**config.mk**
```make
export PLATFORM = sky130hd
export DESIGN_NAME = mem_arbiter
export DESIGN_NICKNAME = d
export VERILOG_FILES = /design/src/rtl/mem_arb_pkg.sv /design/src/rtl/resp_tracker.sv /design/src/rtl/mem_arbiter.sv
export SDC_FILE = /design/constraint.sdc
export NUM_CORES = 1
export LEC_CHECK = 0
export BUFFER_PORTS_ARGS = -buffer_cell sky130_fd_sc_hd__buf_2
export CAP_MARGIN = 20
export CORE_AREA = 2 2 107 109
export DETAILED_ROUTE_END_ITERATION = 12
export DIE_AREA = 0 0 109 111
export PLACE_DENSITY = 0.58
export SKIP_CTS_REPAIR_TIMING = 1
export SYNTH_ARGS = -nofsm -noshare
export SYNTH_HDL_FRONTEND = slang
export SYNTH_HIERARCHICAL = 1
export SYNTH_SLANG_ARGS = --single-unit
```
**constraint.sdc**
```tcl
create_clock -name clk -period 4 [get_ports clk]
set_clock_uncertainty 0.1 [all_clocks]
set_input_delay 0.4 -clock clk [delete_from_list [all_inputs] [get_ports clk]]
set_output_delay 0.4 -clock clk [all_outputs]
set_load 0.05 [all_outputs]
```
**src/rtl/mem_arb_pkg.sv**
```systemverilog
// Shared types for the fetch/data memory arbiter: response owner, in-flight tag,
// and the fetch-kill helper used by the response tracker.
package mem_arb_pkg;

  localparam int unsigned STARVE_LIMIT_DEF = 4;

  typedef enum logic {
    OWN_I = 1'b0,
    OWN_D = 1'b1
  } owner_e;

  typedef struct packed {
    logic   valid;
    owner_e owner;
  } mem_tag_t;

  // A branch flush kills any fetch response still travelling through the tag pipe.
  function automatic mem_tag_t flush_mask(input mem_tag_t tag, input logic flush);
    flush_mask = tag;
    if (flush && (tag.owner == OWN_I)) begin
      flush_mask.valid = 1'b0;
    end
  endfunction

endpackage

```
**src/rtl/resp_tracker.sv**
```systemverilog
// Fixed-latency tag pipeline recording who owns each outstanding read; the tail
// stage lines up with the memory's read data.
module resp_tracker
  import mem_arb_pkg::*;
#(
  parameter int unsigned DEPTH = 1
) (
  input  logic     clk,
  input  logic     rst,
  input  logic     push,
  input  owner_e   push_owner,
  input  logic     i_flush,
  output mem_tag_t tail_c
);

  mem_tag_t stage_q [DEPTH];
  mem_tag_t push_tag;

  assign push_tag = '{valid: push, owner: push_owner};

  // Shift every cycle; flush masking is applied on the way into each stage.
  always_ff @(posedge clk or posedge rst) begin
    if (rst) begin
      for (int i = 0; i < DEPTH; i++) begin
        stage_q[i] <= '{valid: 1'b0, owner: OWN_I};
      end
    end else begin
      stage_q[0] <= flush_mask(push_tag, i_flush);
      for (int i = 1; i < DEPTH; i++) begin
        stage_q[i] <= flush_mask(stage_q[i-1], i_flush);
      end
    end
  end

  // The tail is masked combinationally so a flush suppresses a response in the same cycle.
  assign tail_c = flush_mask(stage_q[DEPTH-1], i_flush);

endmodule

```
**src/rtl/mem_arbiter.sv**
```systemverilog
// Shares one single-port fixed-latency memory between instruction fetch and
// load/store, with data priority, fetch anti-starvation and response routing.
module mem_arbiter
  import mem_arb_pkg::*;
#(
  parameter int unsigned ADDR_W       = 32,
  parameter int unsigned DATA_W       = 32,
  parameter int unsigned MEM_LATENCY  = 1,
  parameter int unsigned STARVE_LIMIT = STARVE_LIMIT_DEF
) (
  input  logic                clk,
  input  logic                rst,
  input  logic                i_req,
  input  logic [ADDR_W-1:0]   i_addr,
  input  logic                i_flush,
  output logic                i_gnt,
  output logic                i_rvalid,
  output logic [DATA_W-1:0]   i_rdata,
  input  logic                d_req,
  input  logic                d_we,
  input  logic [ADDR_W-1:0]   d_addr,
  input  logic [DATA_W-1:0]   d_wdata,
  input  logic [DATA_W/8-1:0] d_be,
  output logic                d_gnt,
  output logic                d_rvalid,
  output logic [DATA_W-1:0]   d_rdata,
  output logic                mem_req,
  output logic                mem_we,
  output logic [ADDR_W-1:0]   mem_addr,
  output logic [DATA_W-1:0]   mem_wdata,
  output logic [DATA_W/8-1:0] mem_be,
  input  logic [DATA_W-1:0]   mem_rdata
);

  localparam int unsigned BE_W  = DATA_W / 8;
  localparam int unsigned CNT_W = (STARVE_LIMIT > 0) ? $clog2(STARVE_LIMIT + 1) : 1;

  logic [CNT_W-1:0] starve_q;
  logic             force_i;
  mem_tag_t         tail_c;

  // Data wins unless fetch has been passed over STARVE_LIMIT times in a row.
  always_comb begin
    force_i = i_req && (starve_q == CNT_W'(STARVE_LIMIT));
    i_gnt   = i_req && (!d_req || force_i);
    d_gnt   = d_req && !i_gnt;
  end

  always_ff @(posedge clk or posedge rst) begin
    if (rst) begin
      starve_q <= '0;
    end else if (i_gnt || !i_req) begin
      starve_q <= '0;
    end else if (d_gnt && (starve_q != CNT_W'(STARVE_LIMIT))) begin
      starve_q <= starve_q + CNT_W'(1);
    end
  end

  // Memory command mux; all fields read as zero when nothing is granted.
  always_comb begin
    mem_req   = i_gnt || d_gnt;
    mem_we    = 1'b0;
    mem_addr  = '0;
    mem_wdata = '0;
    mem_be    = BE_W'(0);
    if (i_gnt) begin
      mem_addr = i_addr;
    end else if (d_gnt) begin
      mem_we    = d_we;
      mem_addr  = d_addr;
      mem_wdata = d_wdata;
      mem_be    = d_be;
    end
  end

  resp_tracker #(
    .DEPTH(MEM_LATENCY)
  ) u_resp_tracker (
    .clk       (clk),
    .rst       (rst),
    .push      (mem_req && !mem_we),
    .push_owner(i_gnt ? OWN_I : OWN_D),
    .i_flush   (i_flush),
    .tail_c    (tail_c)
  );

  always_comb begin
    i_rvalid = 1'b0;
    i_rdata  = '0;
    d_rvalid = 1'b0;
    d_rdata  = '0;
    if (tail_c.valid) begin
      if (tail_c.owner == OWN_I) begin
        i_rvalid = 1'b1;
        i_rdata  = mem_rdata;
      end else begin
        d_rvalid = 1'b1;
        d_rdata  = mem_rdata;
      end
    end
  end

endmodule

```
Word-level counts from Yosys, hierarchy flattened
Cells that the tools add are included.

word-level totals
  register bits after elaboration = 5
  input port bits = 138
  output and inout port bits = 138
  word-level logic and storage cells = 43

operators by class
  add/subtract/negate cells = 1
  equality and inequality tests = 2
  multiplexer cells = 21
  bitwise gates (word level) = 1
  reduce and logical (&&, ||, !) cells = 15

operators by type and width
  operator                                       count
  two-way mux 32 bit                             8
  two-way mux 1 bit                              9
  two-way mux 4 bit                              2
  logical AND 1 bit                              7
  two-way mux 3 bit                              2
  logical NOT 1 bit                              4
  adder 3 x 1 -> 3 bit (second input constant)   1
  equality test 3 bit (second input constant)    1
  logical OR 1 bit                               3
  inequality test 3 bit (second input constant)  1
  nonzero test 2 bit                             1
  NOT 1 bit                                      1

Longest topological paths before layout
  depth after elaboration = 11
  depth in mapped cells = 6
  depth with buffers taken out = 6

Hierarchy
Netlist, hierarchy kept.

by module, submodules not included
  module        times used  cells each  area an instance (um^2)  sequential area each (um^2)
  mem_arbiter   1           255         1453.9                   75.1
  resp_tracker  1           8           83.8                     50.0

Least setup slack after synthesis
Ideal clock, no wire load.

  path type = reg-to-output
  start point = reg starve_q[0]
  end point = out mem_addr[10]
  data arrival time = 1.877 ns
  setup slack = 1.623 ns
  cell stages (with the launch flop) = 7
  cell sequence = dfrtp_1 inv_1 ha_1 and3_1 buf_2 buf_6 o22ai_1

between the ends
  longest elaborated chain between the ends = 8

RTL lines
  what                     RTL line           RTL
  from (decl)              mem_arbiter.sv:38  logic [CNT_W-1:0] starve_q;
  from (signal assigned)   mem_arbiter.sv:55  starve_q <= starve_q + CNT_W'(1);
  equality test 3 bit (*)  mem_arbiter.sv:44  force_i = i_req && (starve_q == CNT_W'(STARVE_LIMIT));
  logical AND 1 bit (*)    mem_arbiter.sv:44
  logical OR 1 bit (*)     mem_arbiter.sv:45  i_gnt = i_req && (!d_req || force_i);
  logical AND 1 bit (*)    mem_arbiter.sv:45
  logical NOT 1 bit        mem_arbiter.sv:46  d_gnt = d_req && !i_gnt;
  logical AND 1 bit        mem_arbiter.sv:46
  two-way mux 32 bit       mem_arbiter.sv:68  end else if (d_gnt) begin
  two-way mux 32 bit (*)   mem_arbiter.sv:66  if (i_gnt) begin
  to (decl)                mem_arbiter.sv:29  output logic [ADDR_W-1:0] mem_addr,

Every way passes the cells marked *; elsewhere a longest branch is shown, timed or not.

==> flow_summary.json <==
{
  "reg2reg_from": "starve_q[0]$_DFFE_PP0P_",
  "grt_pass1_wl_mm": 10.5,
  "setup_ws_ps": 986,
  "r2r_cells": 6,
  "syn_area_mm2": 0.00154,
  "slowest_stage": "dfrtp_1",
  "min-delay-start": "i_flush",
  "yosysTopAreaCellShare": 0.285,
  "syn_to_final_growth_pct": 99.0,
  "ir_worst_vdd_uv": 99.1,
  "cts_buffers": 3,
  "grt_pass1_vias": 2189,
  "setup_viol": 0,
  "viasPerCell": 4.13,
  "hold_violations": 0,
  "drt-total-wl_mm": 7.66,
  "drv_cap": 0,
  "seq_area_um2": 125,
  "criticalPathCategory": "flip-flop to primary output",
  "drc": 0,
  "final_max_slew_viol_count": 0,
  "ys_ff_latch": 5,
  "yosys_warnings": 6,
  "synth_seq_area_share": 0.0814,
  "startpoint_type": "flip-flop",
  "grt_max_degree": 38,
  "tightest_slew_ps": 805,
  "n_antenna_cell": 0,
  "cp.arrival_ps": 2510,
  "ioPinCount": 276,
  "syn_nets": 403,
  "synth_ff_type": "dfrtp_1",
  "gr-total-overflow": 0,
  "cts_sinks": 5,
  "cts_root_buffer": "clkbuf_16",
  "wl_per_cell_um": 11.6,
  "dp_slack_ps": 1250,
  "fmax_mhz": 332,
  "first_pass_iters": 4,
  "crit_fanout": 35,
  "cts_htree_levels": 1,
  "cts_buffer_depth": 2,
  "end_kind": "primary output",
  "synth_common_cells": "and3_1, nand2_1, and2_1, o22ai_1, clkbuf_1",
  "slew_headroom": 0.463,
  "netlist_instances": 263,
  "core-area_mm2": 0.0111,
  "cp_cell_sequence": "inv_1 > a21boi_2 > and2b_1 > and2_1 > buf_2",
  "min_path_type": "input pin to flip-flop",
  "die_area_mm2": 0.0121,
  "start_util": 0.139,
  "post_route_cells_drive_above_1_share": 0.554,
  "drt_iter0_drc": 104,
  "fin_crit_sh": 0.753,
  "clk_pin_slew_ps": 30,
  "status": "complete, no violations",
  "die_w_um": 109,
  "finalNetCount": 657,
  "leakagePower_nw": 2.10,
  "io_buffers": 275,
  "cts_tree": "built",
  "post-route-util": 0.276,
  "hpwl_mm": 6.12,
  "die_y_um": 111,
  "critPathRequiredTime_ps": 3500,
  "antenna_found_initial": 0,
  "synth.area.top_cells": "and3_1, nand2_1, and2_1",
  "powerDensity_mw_per_mm2": 241,
  "hold_path_depth": 2,
  "rsz0062_at_grt": "no",
  "slowest_delay_ps": 820,
  "clkLatencyLatePin_ps": 230,
  "rows": 39,
  "synth_top_area_cell": "and3_1",
  "avgSynthCellArea_um2": 5.85,
  "grt.total_usage": 0.107,
  "synthArstFlopShare": 1.00,
  "multi_input_area_mm2": 0.00122,
  "yosysMostFrequentCell": "and3_1",
  "routabilityCongestion": 0.783,
  "fin_crit_ps": 3010,
  "antenna_left": 0,
  "setup_tns_ps": 0,
  "synth-edff-count": 0,
  "via_count": 2721,
  "num-fill-cells": 1244,
  "synth_cell_types": 20,
  "startpoint": "u_resp_tracker/tail_c[0]$_DFF_PP0_"
}
-- per-layer routing --
metal  routed length [um]  track usage  share of wire
met1                 3210        0.130           0.42
met2                 3690        0.199           0.48
met3                  693       0.0129          0.091
met4                   53       0.0205         0.0069
met5                    0            0              0
-- registers in the layout (all words and copies together), names as in the netlist --
register / cells
u_resp_tracker/stage_q: 1
starve_q: 3
u_resp_tracker/tail_c: 1
-- worst paths after layout --
| path | end | slack, ps |
|---|---|---|
| setup / recovery | i_rdata[15] | 990 |
| hold / removal | u_resp_tracker/stage_q[1]$_DFF_PP0_ | 290 |
| setup reg to reg | u_resp_tracker/stage_q[1]$_DFF_PP0_ | 2190 |
| hold reg to reg | starve_q[0]$_DFFE_PP0P_ | 370 |
| max in group asynchronous | starve_q[2]$_DFFE_PP0P_ | 3110 |
| min in group asynchronous | u_resp_tracker/stage_q[1]$_DFF_PP0_ | 530 |
-- area by class of cell --
type	count	share of cell area
Sequential cell	5	0.0409
Clock buffer	4	0.0258
Inverter	9	0.0110
Tap cell	143	0.0585
Multi-Input combinational cell	217	0.399
Timing Repair Buffer	281	0.465
-- cell usage in the layout, fill, tap and decap left out, drive strengths merged --
cell / Yosys / routed
buf: 12 / 280
and3: 70 / 70
nand2: 66 / 66
o22ai: 33 / 33
and2: 33 / 33
inv: 9 / 9
dfrtp: 5 / 5
clkbuf: 20 / 4
a21boi: 3 / 3
nand2b: 2 / 2
a211oi: 2 / 2
nor2: 2 / 2
ha: 2 / 2
or3b: 1 / 1
a21oi: 1 / 1
nand3: 1 / 1
and2b: 1 / 1
dlygate4sd3: 0 / 1
-- worst max-delay path, delay by kind of cell (launching register included) --
family	cells	cell delay, ps
AND/OR/NAND/NOR	2	890
flip-flops	1	820
buffers and inverters	2	380
AO/OA/AOI/OAI	1	170
-- stage by stage --
stage,area [um^2],hold WS (ps),power [mW],cells
after floorplan,1540,41.2,0.422,263
after global placement,2970,170,0.574,654
after detailed placement,2970,171,0.574,654
after CTS,3050,-64.8,0.740,658
after global routing,3060,297,0.775,659
final,3060,289,0.737,659
-- logic make-up after synthesis --
family | Yosys count | synth area share
AND/OR/NAND/NOR | 176 | 0.610
adder cells (fa/ha/maj) | 2 | 0.0163
buffers and inverters | 41 | 0.128
flip-flops | 5 | 0.0814
AO/OA/AOI/OAI | 39 | 0.164
-- power by group --
group | leakage [nW] | switching, mW | total, mW | internal (mW)
Clock | 0.0382 | 0.0320 | 0.164 | 0.132
Sequential | 0.0633 | 0.00463 | 0.0578 | 0.0532
Combinational | 2.00 | 0.372 | 0.515 | 0.144
Power figures use the tool's default switching activity.
